$ cat src/rtl/stim_driver_06.sv
// Stimulus driver: issues numbered operand pairs to a downstream start/result/check
// interface, scores each transaction as pass or fail, and guards every wait with a watchdog.
module stim_driver_06 #(
    parameter int unsigned WIDTH = 10,
    parameter int unsigned TMO   = 255
) (
    input  logic             CLK,
    input  logic             RST,
    input  logic             EN_go,
    input  logic [15:0]      go_count,
    output logic             RDY_go,
    output logic [WIDTH-1:0] start_a,
    output logic [WIDTH-1:0] start_b,
    output logic             EN_start,
    input  logic             RDY_start,
    input  logic [WIDTH-1:0] res_result,
    input  logic             RDY_result,
    output logic             EN_check,
    input  logic [WIDTH-1:0] ch_result,
    input  logic             RDY_check,
    output logic             done,
    output logic [15:0]      pass_count,
    output logic [15:0]      fail_count,
    output logic             timeout
);

    localparam int unsigned WD_W = (TMO < 2) ? 1 : $clog2(TMO);

    // Alternating 1010...10 mask; bit 0 is clear.
    function automatic logic [WIDTH-1:0] alt_pat();
        logic [WIDTH-1:0] p;
        for (int i = 0; i < int'(WIDTH); i++) begin
            p[i] = i[0];
        end
        return p;
    endfunction

    localparam logic [WIDTH-1:0] ALT = alt_pat();

    typedef enum logic [1:0] {
        IDLE  = 2'd0,
        ISSUE = 2'd1,
        WAIT  = 2'd2,
        DONE  = 2'd3
    } state_t;

    state_t           state, state_d;
    logic [WIDTH-1:0] seq;
    logic [15:0]      remaining;
    logic [WD_W-1:0]  wd;

    logic go_acc, start_acc, txn_end, hit, miss, tmo_hit, wd_inc;

    assign start_a = seq;
    assign start_b = seq ^ ALT;
    assign RDY_go  = (state == IDLE) || (state == DONE);
    assign done    = (state == DONE);

    // State register
    always_ff @(posedge CLK or posedge RST) begin
        if (RST) begin
            state <= IDLE;
        end else begin
            state <= state_d;
        end
    end

    // Next state, handshake strobes and datapath controls
    always_comb begin
        state_d   = state;
        EN_start  = 1'b0;
        EN_check  = 1'b0;
        go_acc    = 1'b0;
        start_acc = 1'b0;
        txn_end   = 1'b0;
        hit       = 1'b0;
        miss      = 1'b0;
        tmo_hit   = 1'b0;
        wd_inc    = 1'b0;
        case (state)
            IDLE, DONE: begin
                if (EN_go) begin
                    go_acc  = 1'b1;
                    state_d = (go_count != 16'd0) ? ISSUE : DONE;
                end
            end
            ISSUE: begin
                EN_start = RDY_start;
                if (RDY_start) begin
                    start_acc = 1'b1;
                    state_d   = WAIT;
                end
            end
            WAIT: begin
                if (RDY_result && RDY_check) begin
                    EN_check = 1'b1;
                    txn_end  = 1'b1;
                    hit      = (res_result == ch_result);
                    miss     = (res_result != ch_result);
                end else if (wd == WD_W'(TMO - 1)) begin
                    tmo_hit = 1'b1;
                    txn_end = 1'b1;
                end else begin
                    wd_inc = 1'b1;
                end
                if (txn_end) begin
                    state_d = (remaining == 16'd1) ? DONE : ISSUE;
                end
            end
            default: state_d = IDLE;
        endcase
    end

    // Run datapath: sequence, remaining count, watchdog and scoreboard counters
    always_ff @(posedge CLK or posedge RST) begin
        if (RST) begin
            seq        <= '0;
            remaining  <= 16'd0;
            wd         <= '0;
            pass_count <= 16'd0;
            fail_count <= 16'd0;
            timeout    <= 1'b0;
        end else begin
            if (go_acc) begin
                remaining  <= go_count;
                seq        <= '0;
                pass_count <= 16'd0;
                fail_count <= 16'd0;
                timeout    <= 1'b0;
            end
            if (start_acc) begin
                wd <= '0;
            end else if (wd_inc) begin
                wd <= wd + WD_W'(1);
            end
            if (hit) begin
                pass_count <= pass_count + 16'd1;
            end
            if (miss || tmo_hit) begin
                fail_count <= fail_count + 16'd1;
            end
            if (tmo_hit) begin
                timeout <= 1'b1;
            end
            if (txn_end) begin
                remaining <= remaining - 16'd1;
                if (remaining != 16'd1) begin
                    seq <= seq + WIDTH'(1);
                end
            end
        end
    end

endmodule

$ cat config.mk
export PLATFORM = sky130hd
export DESIGN_NAME = stim_driver_06
export DESIGN_NICKNAME = d
export VERILOG_FILES = /design/src/rtl/stim_driver_06.sv
export SDC_FILE = /design/constraint.sdc
export NUM_CORES = 1
export LEC_CHECK = 0
export ABC_AREA = 0
export CAP_MARGIN = 20
export CORE_MARGIN = 4
export CORE_UTILIZATION = 51
export CTS_CLUSTER_DIAMETER = 50
export CTS_CLUSTER_SIZE = 8
export DETAILED_ROUTE_END_ITERATION = 16
export GPL_TIMING_DRIVEN = 1
export PLACE_DENSITY = 0.81
export RECOVER_POWER = 100
export REMOVE_ABC_BUFFERS = 1
export SYNTH_ARGS = -nofsm -noshare
export SYNTH_HDL_FRONTEND = slang
export SYNTH_SLANG_ARGS = --single-unit
$ cat constraint.sdc
create_clock -name CLK -period 2.7 [get_ports CLK]
set_input_delay 0.675 -clock CLK [delete_from_list [all_inputs] [get_ports CLK]]
set_output_delay 0.675 -clock CLK [all_outputs]
set_load 0.1 [all_outputs]
==> results.json <==
{
  "fin_crit_ns": 2.51,
  "crit_start": "res_result[7]",
  "fin_area_um2": 5270,
  "synth_edf_count": 0,
  "rsz0062_at_grt": "false",
  "seq_area_frac_synth_pct": 40.9,
  "cp-end-kind": "register",
  "initial_core_util_pct": 53.5,
  "dieHeight_um": 99.0,
  "setup_violations": 0,
  "dpl_worst_slack_ns": -0.172,
  "path_delay_family": "simple AND/OR/NAND/NOR gates",
  "crit_path_end": "fail_count[9]$_DFFE_PP0P_",
  "vdd_drop_max_v": 0.000758,
  "place_area_um2": 5280,
  "first_pass_iters": 5,
  "globalRoute.totalOverflow": 0,
  "globalplace.congestion": 0.906,
  "ys_ff_latch": 69,
  "grt_pass1_vias": 3744,
  "worst-path-stages": 7,
  "finClkSkew_ns": 0.0140,
  "post-cts-setup-buffer-count": 0,
  "fin_ws_ns": 0.193,
  "failed_checks": "max-capacitance violations, max-slew violations",
  "drc": 0,
  "power.density_nw_per_um2": 739,
  "design.core.area_um2": 7890,
  "cp-start-kind": "primary input",
  "cts.path.max_buffers": 2,
  "cp.arrival_ns": 2.79,
  "worst_slew_pin_slew_ns": 1.70,
  "yosys-top-cells-area": "dfrtp_1 (41%), nand3_1 (5.3%), nand2_1 (3.7%), nor2_1 (3.4%), nor3_1 (3.3%)",
  "ys_types": 55,
  "leakagePower_nw": 2.38,
  "crit_slowest_cell": "nor2_1",
  "rows": 32,
  "ant_nets": 0,
  "wl_um": 11000,
  "ctsHoldBuffers": 0,
  "grt_pass1_wl_um": 18000,
  "synth_top_area_share_pct": 40.9,
  "grt_max_degree": 70,
  "synth.yosys.warnings": 0,
  "cts_resized": 0,
  "hold_violations": 0,
  "area_growth_pct": 24.9,
  "antenna_found_initial": 0,
  "ys.flop_type": "dfrtp_1",
  "path_clk_slew_ns": 0.07,
  "ios": 99,
  "cp.required_ns": 2.98,
  "diodes": 0,
  "layout-drive-gt1-share_pct": 12.2,
  "whs_path_depth": 1,
  "numPortBuffers": 98,
  "rrSetupSlack_ns": 0.24,
  "cp_cell_sequence": "clkdlybuf4s50_1, xor2_1, nor4_4, buf_4, a31oi_4, nor2_1, a221o_1",
  "tritoncts": "built",
  "avgSynthCellArea_um2": 9.04,
  "synth_top_area_cell": "dfrtp_1",
  "hold_path.class": "register to register",
  "outcome": "finished, violations left",
  "cts.sinks": 69,
  "relSlewSlack_pct": -13.2,
  "drt_iter0_drc": 241,
  "worst-path-buf-inv": 2,
  "crit_fanout": 13,
  "netlist_instances": 467,
  "die_x_um": 99.0,
  "synthMostInstantiatedCell": "dfrtp_1",
  "grt_use_total_pct": 22.3,
  "r2r-start": "state[0]$_DFFE_PP0P_",
  "dp_hpwl_um": 8000,
  "clkLatencyLatePin_ns": 0.35,
  "vias_per_cell": 5.92,
  "synth_async_sr_flop_share_pct": 100,
  "max_cap_violations": 1,
  "synth_common_cells": "dfrtp_1 (69), nand3_1 (45), nand2_1 (42)",
  "utilization_pct": 66.8,
  "total_power_w": 0.00390,
  "crit-reg2reg-capture": "start_a[3]$_DFF_PP0_",
  "wl_per_cell_um": 16.1,
  "worstSetupPathType": "primary input to register",
  "nets": 631,
  "syn_area_um2": 4220,
  "cts_max_level": 3,
  "vias": 4049,
  "cpPeakStageDelay_ns": 0.70,
  "rr_worst_depth": 9,
  "slew_violations": 70,
  "root_buffer": "clkbuf_8",
  "die_area_um2": 9800,
  "numCtsBuffers": 9,
  "fmax_mhz": 399,
  "min_period_over_period_pct": 92.9
}
## where the power goes
group / switching, W / internal (W) / total (W)
Combinational: 0.00101 / 0.000498 / 0.00151
Sequential: 0.000190 / 0.00119 / 0.00138
Clock: 0.000404 / 0.000610 / 0.00101
Total: 0.00160 / 0.00229 / 0.00390
## metal layers
metal	routed length (um)	up-vias	GRT usage, %	part of all wire, %
met4	148	0	5.67	1.3
met1	4650	1950	28.9	42
li1	-	1944	-	-
met2	5440	141	37.5	49
met3	767	14	5.17	7.0
met5	0	-	0	0
## per-stage QoR
stage,hold slack (ns),TNS (ns),std cells
finish,0.491,0,684
global route,0.535,0,684
CTS,0.489,0,684
detailed placement,0.472,-1.77,669
global placement,0.471,-1.28,669
floorplan,0.448,-0.203,446
## how the worst min path moves through the flow
stage / endpoint / start
finish: remaining[12]$_DFFE_PP0P_ / remaining[12]$_DFFE_PP0P_
global route: remaining[12]$_DFFE_PP0P_ / remaining[12]$_DFFE_PP0P_
CTS: remaining[12]$_DFFE_PP0P_ / remaining[12]$_DFFE_PP0P_
detailed placement: remaining[12]$_DFFE_PP0P_ / remaining[12]$_DFFE_PP0P_
global placement: remaining[12]$_DFFE_PP0P_ / remaining[12]$_DFFE_PP0P_
floorplan: remaining[12]$_DFFE_PP0P_ / remaining[12]$_DFFE_PP0P_
## layout by cell type (no fill, tap or decap), drive strengths merged, types with 12 or more instances in the layout
master and count:
clkdlybuf4s50 41, a21oi 16, nand4 13, nand3 45, nor3 30, inv 19, buf 17, o21ai 24
nor2 38, nand2 42, xor2 14, a211o 12, dfrtp 69, and3 19, clkbuf 72, nor4 12
## area by class of cell
| type | count | area, um^2 |
|---|---|---|
| Clock inverter | 6 | 111 |
| Inverter | 19 | 71.3 |
| Multi-Input combinational cell | 358 | 2290 |
| Clock buffer | 9 | 124 |
| Sequential cell | 69 | 1730 |
| Timing Repair Buffer | 121 | 821 |
| Tap cell | 102 | 128 |
| Fill cell | 689 | 2620 |
## sequential cells by signal, indices dropped and copies added, names as in the netlist
signal / flops
timeout: 1
pass_count: 16
remaining: 16
state: 2
start_a: 10
fail_count: 16
wd: 8
## cell families after synthesis
| kind of cell | after synthesis | share of synthesized area, % |
|---|---|---|
| AO/OA/AOI/OAI | 90 | 15.5 |
| XOR/XNOR | 17 | 3.53 |
| buffers and inverters | 40 | 4.71 |
| flip-flops | 69 | 40.9 |
| AND/OR/NAND/NOR | 224 | 28.1 |
| multiplexers | 16 | 4.00 |
| adder cells (fa/ha/maj) | 11 | 3.26 |
Power figures use the tool's default switching activity.
